===== config.mk =====
export PLATFORM = sky130hd
export DESIGN_NAME = imm_extend_pipe
export DESIGN_NICKNAME = d
export VERILOG_FILES = /design/src/rtl/imm_pkg.sv /design/src/rtl/imm_extract_comb.sv /design/src/rtl/imm_extend_pipe.sv
export SDC_FILE = /design/constraint.sdc
export NUM_CORES = 1
export LEC_CHECK = 0
export BUFFER_PORTS_ARGS = -buffer_cell sky130_fd_sc_hd__buf_2
export CAP_MARGIN = 10
export CORE_AREA = 2 2 89 91
export CTS_BUF_LIST = sky130_fd_sc_hd__clkbuf_4 sky130_fd_sc_hd__clkbuf_8
export DETAILED_ROUTE_END_ITERATION = 10
export DIE_AREA = 0 0 91 93
export PLACE_DENSITY = 0.95
export SLEW_MARGIN = 20
export SYNTH_ARGS = -nofsm -noshare
export SYNTH_HDL_FRONTEND = slang
export SYNTH_SLANG_ARGS = --single-unit

===== constraint.sdc =====
create_clock -name CLK -period 4.9 [get_ports CLK]
set_input_delay 0.245 -clock CLK [delete_from_list [all_inputs] [get_ports CLK]]
set_output_delay 0.245 -clock CLK [all_outputs]
set_load 0.005 [all_outputs]

===== src/rtl/imm_pkg.sv =====
// Shared definitions for the ARMv8 immediate generator: format codes and
// instruction field positions.
package imm_pkg;

  localparam logic [2:0] FMT_I  = 3'b000;
  localparam logic [2:0] FMT_D  = 3'b001;
  localparam logic [2:0] FMT_B  = 3'b010;
  localparam logic [2:0] FMT_CB = 3'b011;
  localparam logic [2:0] FMT_IW = 3'b100;

  localparam int IMM12_LSB = 10;
  localparam int IMM9_LSB  = 12;
  localparam int IMM26_LSB = 0;
  localparam int IMM19_LSB = 5;
  localparam int IMM16_LSB = 5;
  localparam int HW_LSB    = 21;
  localparam int SH_BIT    = 22;

  typedef struct packed {
    logic [31:0] instr;
    logic [2:0]  ctrl;
  } s1_t;

endpackage


===== src/rtl/imm_extract_comb.sv =====
// Combinational immediate decode: extracts, extends and shifts the immediate
// for one instruction word according to the format select.
module imm_extract_comb
  import imm_pkg::*;
#(
  parameter int DATA_W   = 64,
  parameter bit CHECK_HW = 1'b1
) (
  input  logic [31:0]       instr,
  input  logic [2:0]        ctrl,
  output logic [DATA_W-1:0] imm,
  output logic              err
);

  logic [1:0] hw;
  logic       hw_oor;
  logic       unused;

  assign hw     = instr[HW_LSB +: 2];
  // A 32-bit datapath can only hold MOVZ halfwords 0 and 1.
  assign hw_oor = CHECK_HW && (DATA_W == 32) && hw[1];
  assign unused = ^instr[31:26];

  // NOTE: every output gets a default before the case so no latch is inferred.
  always_comb begin
    imm = '0;
    err = 1'b0;
    case (ctrl)
      FMT_I: begin
        if (instr[SH_BIT]) imm = DATA_W'({40'b0, instr[IMM12_LSB +: 12], 12'b0});
        else               imm = DATA_W'({52'b0, instr[IMM12_LSB +: 12]});
      end
      FMT_D:  imm = DATA_W'({{55{instr[IMM9_LSB + 8]}}, instr[IMM9_LSB +: 9]});
      FMT_B:  imm = DATA_W'({{36{instr[IMM26_LSB + 25]}}, instr[IMM26_LSB +: 26], 2'b00});
      FMT_CB: imm = DATA_W'({{43{instr[IMM19_LSB + 18]}}, instr[IMM19_LSB +: 19], 2'b00});
      FMT_IW: begin
        if (hw_oor) err = 1'b1;
        else        imm = DATA_W'({48'b0, instr[IMM16_LSB +: 16]} << {hw, 4'b0000});
      end
      default: err = 1'b1;
    endcase
  end

endmodule


===== src/rtl/imm_extend_pipe.sv =====
// Two-stage valid/ready pipelined immediate generator sitting between decode
// and register read; S1 holds the raw instruction, S2 the extended result.
module imm_extend_pipe
  import imm_pkg::*;
#(
  parameter int DATA_W   = 64,
  parameter bit CHECK_HW = 1'b1
) (
  input  logic              CLK,
  input  logic              Reset,
  input  logic              in_valid,
  output logic              in_ready,
  input  logic [31:0]       Instr,
  input  logic [2:0]        Ctrl,
  output logic              out_valid,
  input  logic              out_ready,
  output logic [DATA_W-1:0] BusImm,
  output logic              Err
);

  if (DATA_W != 32 && DATA_W != 64) begin : g_bad_width
    $error("imm_extend_pipe: DATA_W must be 32 or 64");
  end

  logic              s1_v;
  s1_t               s1;
  logic              s1_en;
  logic              s2_en;
  logic [DATA_W-1:0] s1_imm;
  logic              s1_err;

  assign s2_en    = !out_valid || out_ready;
  assign s1_en    = !s1_v || s2_en;
  assign in_ready = s1_en;

  // NOTE: sequential state uses non-blocking assignments only.
  always_ff @(posedge CLK or posedge Reset) begin
    if (Reset) begin
      s1_v <= 1'b0;
      s1   <= '0;
    end else if (s1_en) begin
      s1_v <= in_valid;
      if (in_valid) s1 <= '{instr: Instr, ctrl: Ctrl};
    end
  end

  imm_extract_comb #(
    .DATA_W  (DATA_W),
    .CHECK_HW(CHECK_HW)
  ) u_extract (
    .instr(s1.instr),
    .ctrl (s1.ctrl),
    .imm  (s1_imm),
    .err  (s1_err)
  );

  // NOTE: the S2 data registers are reset too, because BusImm and Err must
  // read zero while Reset is high, not just be qualified by out_valid.
  always_ff @(posedge CLK or posedge Reset) begin
    if (Reset) begin
      out_valid <= 1'b0;
      BusImm    <= '0;
      Err       <= 1'b0;
    end else if (s2_en) begin
      out_valid <= s1_v;
      if (s1_v) begin
        BusImm <= s1_imm;
        Err    <= s1_err;
      end
    end
  end

endmodule

==> key figures <==
Final layout
  • Fillcell total: 588
  • Final nets: 499
  • Commonest non-fill, non-tap cell in the layout: buf_2
  • Share of layout cells above drive strength 1: 33.5%
  • Antenna Diode Count: 0
  • Most frequent cells in the layout: buf_2 (99), dfrtp_1 (96), nand2_1 (41)
  • Synthesis-to-layout area growth: 14.2%

Run status
  • Outcome: completed

Route
  • Vias per cell: 6.31
  • Via count: 3575
  • Iteration count of the initial detailed-routing pass: 5
  • Residual DRC: 0
  • Initial DRC count: 599
  • Avg WL per Cell: 19.6 µm
  • Antenna-violating nets left: 0
  • Final WL: 11100 µm

Global route
  • GRT overflow: 0
  • Initial antenna violation count: 0
  • Gr usage total: 26.2%
  • First-pass GRT wire length: 17300 µm
  • Vias in the first global route: 3238
  • Largest net degree at the start of global routing: 69

Synthesis
  • Register bit total from synthesis: 96
  • Syn Std Cell Area: 0.00442 mm²
  • Post-synth top area share: 54.4%
  • Yosys warnings: 0
  • Unique masters post-synth: 36
  • Post-synth top area cell: dfrtp_1
  • Mean Syn Cell Area: 11.3 µm²
  • Post-synthesis sequential area ratio: 54.4%
  • Ys async rst share: 100%
  • Synth area leaders: dfrtp_1 (54%), a221o_1 (9.1%), mux2_2 (7.4%)
  • Synth Instances: 392
  • Post-synth EDFFs: 0
  • Synth Flop Type: dfrtp_1
  • Syn_nets: 431

Clocking
  • Skew-Pair Late Insertion Delay: 0.36 ns
  • CTS tree: built
  • CTS H-tree lvls: 3
  • CTS Buf Count: 9
  • Worst-path clk slew: 0.09 ns
  • # clock sinks: 96
  • Max clock buf depth: 2
  • CTS Root Cell: clkbuf_8
  • PostCTS Resize Cnt: 0

Hold path
  • Worst hold path type: input port to flop

Floorplanning
  • Die W: 91 µm
  • Starting density of the core: 58.7%
  • Row Count: 32
  • Core ar.: 0.00753 mm²
  • # IOs: 106
  • Die Y: 93 µm
  • Die ar.: 0.00846 mm²

Power and ir drop
  • Switch Pwr: 0.000686 W
  • Comb pwr share: 23.6%
  • Sequential Power Share: 53.5%
  • Switching share of power: 33.4%
  • Clock share of power: 22.9%
  • Pwr/cell area: 407 mW/mm²
  • Lkg Pwr: 2.43 nW
  • Int Power: 0.00137 W
  • Max IR drop VDD: 0.316 mV

Worst setup path
  • Setup crit end kind: flop
  • CP Data Required Time: 5.15 ns
  • Worst-path fanout max: 27
  • Crit path kind: flop to flop
  • Crit start category: flop
  • Critical Path AT: 3.43 ns

Timing
  • Unrepaired setup endpoints after global routing: no
  • Fin crit share: 64.8%
  • # setup viols final: 0
  • Setup TNS: 0 ns
  • Max-slew headroom: 28.3%
  • Worst hold margin: 0.0958 ns
  • Clock Skew: 0.00830 ns
  • Maximum clock rate: 315 MHz
  • Fin. Hold Viols: 0
  • Post-route minimum period: 3.18 ns
  • Worst Tran Pin Value: 1.07 ns
  • Slew Limit Fails: 0

Place
  • Final GP Congestion: 0.864
  • Port Buf Inserts: 99
  • HPWL Detailed: 7300 µm

Job
  • Max_cap viols: 0
==> power by group through the flow <==
stage               Combinational [W]  Sequential (W)  Clock [W]
floorplan                    0.000353         0.00103          0
global placement             0.000464         0.00110          0
detailed placement           0.000482         0.00111          0
CTS                          0.000485         0.00109   0.000473
global route                 0.000534         0.00111   0.000512
finish                       0.000484         0.00110   0.000471
==> sequential cells by signal (all words and copies together) (netlist names) <==
register	flops
out_valid	1
s1	29
Err	1
s1_v	1
BusImm	64
==> critical path, stage by stage, from the launching register on <==
cell	delay, ns
dfrtp_1	0.92
inv_1	0.49
o211ai_2	0.95
nor2b_1	0.33
a221o_1	0.37
==> per-layer routing <==
layer,part of all wire (%),global-route usage (%),wire (µm),vias to the layer above
met5,0,0,0,-
met1,40,38.5,4490,1716
li1,-,-,-,1603
met3,10,4.75,1160,23
met2,47,39.8,5240,233
met4,2.1,8.96,228,0
==> synth_stat cells (2+ instances only) <==
cell,instances
a211oi_1,9
a21o_1,2
a21oi_1,28
a221o_1,40
a221oi_1,8
a22o_1,9
a22oi_1,4
a311oi_1,4
buf_1,2
buf_2,13
buf_6,4
clkbuf_1,28
dfrtp_1,96
inv_1,4
mux2_2,29
mux2i_1,6
nand2_1,43
nand2b_1,6
nor2_1,5
nor2b_1,6
nor3_1,2
nor3_2,2
o21ai_0,28
o2bb2ai_1,2
==> metrics by stage <==
step	setup slack (ns)	util (%)	power, W	cell area (µm²)	cells
6_report	1.72	67.0	0.00205	5040	567
2_1_floorplan	2.15	-	0.00138	4420	392
3_3_place_gp	1.90	64.4	0.00156	4850	550
3_5_place_dp	1.85	64.4	0.00159	4850	550
5_1_grt	1.46	67.0	0.00216	5040	567
4_1_cts	1.84	66.9	0.00205	5030	567
==> logic make-up (layout without fill, tap and decap cells) <==
kind of cell           after synthesis  after routing  share of synthesized area (%)
buffers and inverters               51            124                           5.38
and+or+nand+nor                     71             71                           7.59
muxes                               35             35                           8.76
DFF                                 96             96                           54.4
AOI/OAI and AO/OA                  139            139                           23.9
==> what timing repair did <==
action / in CTS / in global routing
hold buffers: 1 / 0
buffers inserted: 0 / 0
hold endpoints to repair: 38 / 0
==> path summary, 6_finish.rpt <==
kind / to / startpoint / slack [ns] / cells after the start
min reg2reg: BusImm[13] / BusImm[13] / 0.48 / 2
min: s1_v / in_valid / 0.1 / 2
max reg2reg: BusImm[26] / s1[2] / 1.72 / 4
max in group asynchronous: s1[6] / Reset / 3.27 / 4
min in group asynchronous: BusImm[16] / Reset / 0.53 / 3
max: BusImm[26] / s1[2] / 1.72 / 4
==> final cells by class <==
class / instances / area, µm² / area share [%]
sequential: 96 / 2400 / 47.6
inverter: 4 / 16.3 / 0.323
multi-input combinational: 245 / 1790 / 35.4
clock buffer: 10 / 131 / 2.61
clock inverter: 6 / 43.8 / 0.868
tap: 102 / 128 / 2.53
timing repair buffer: 104 / 536 / 10.6
Power figures use the tool's default switching activity.
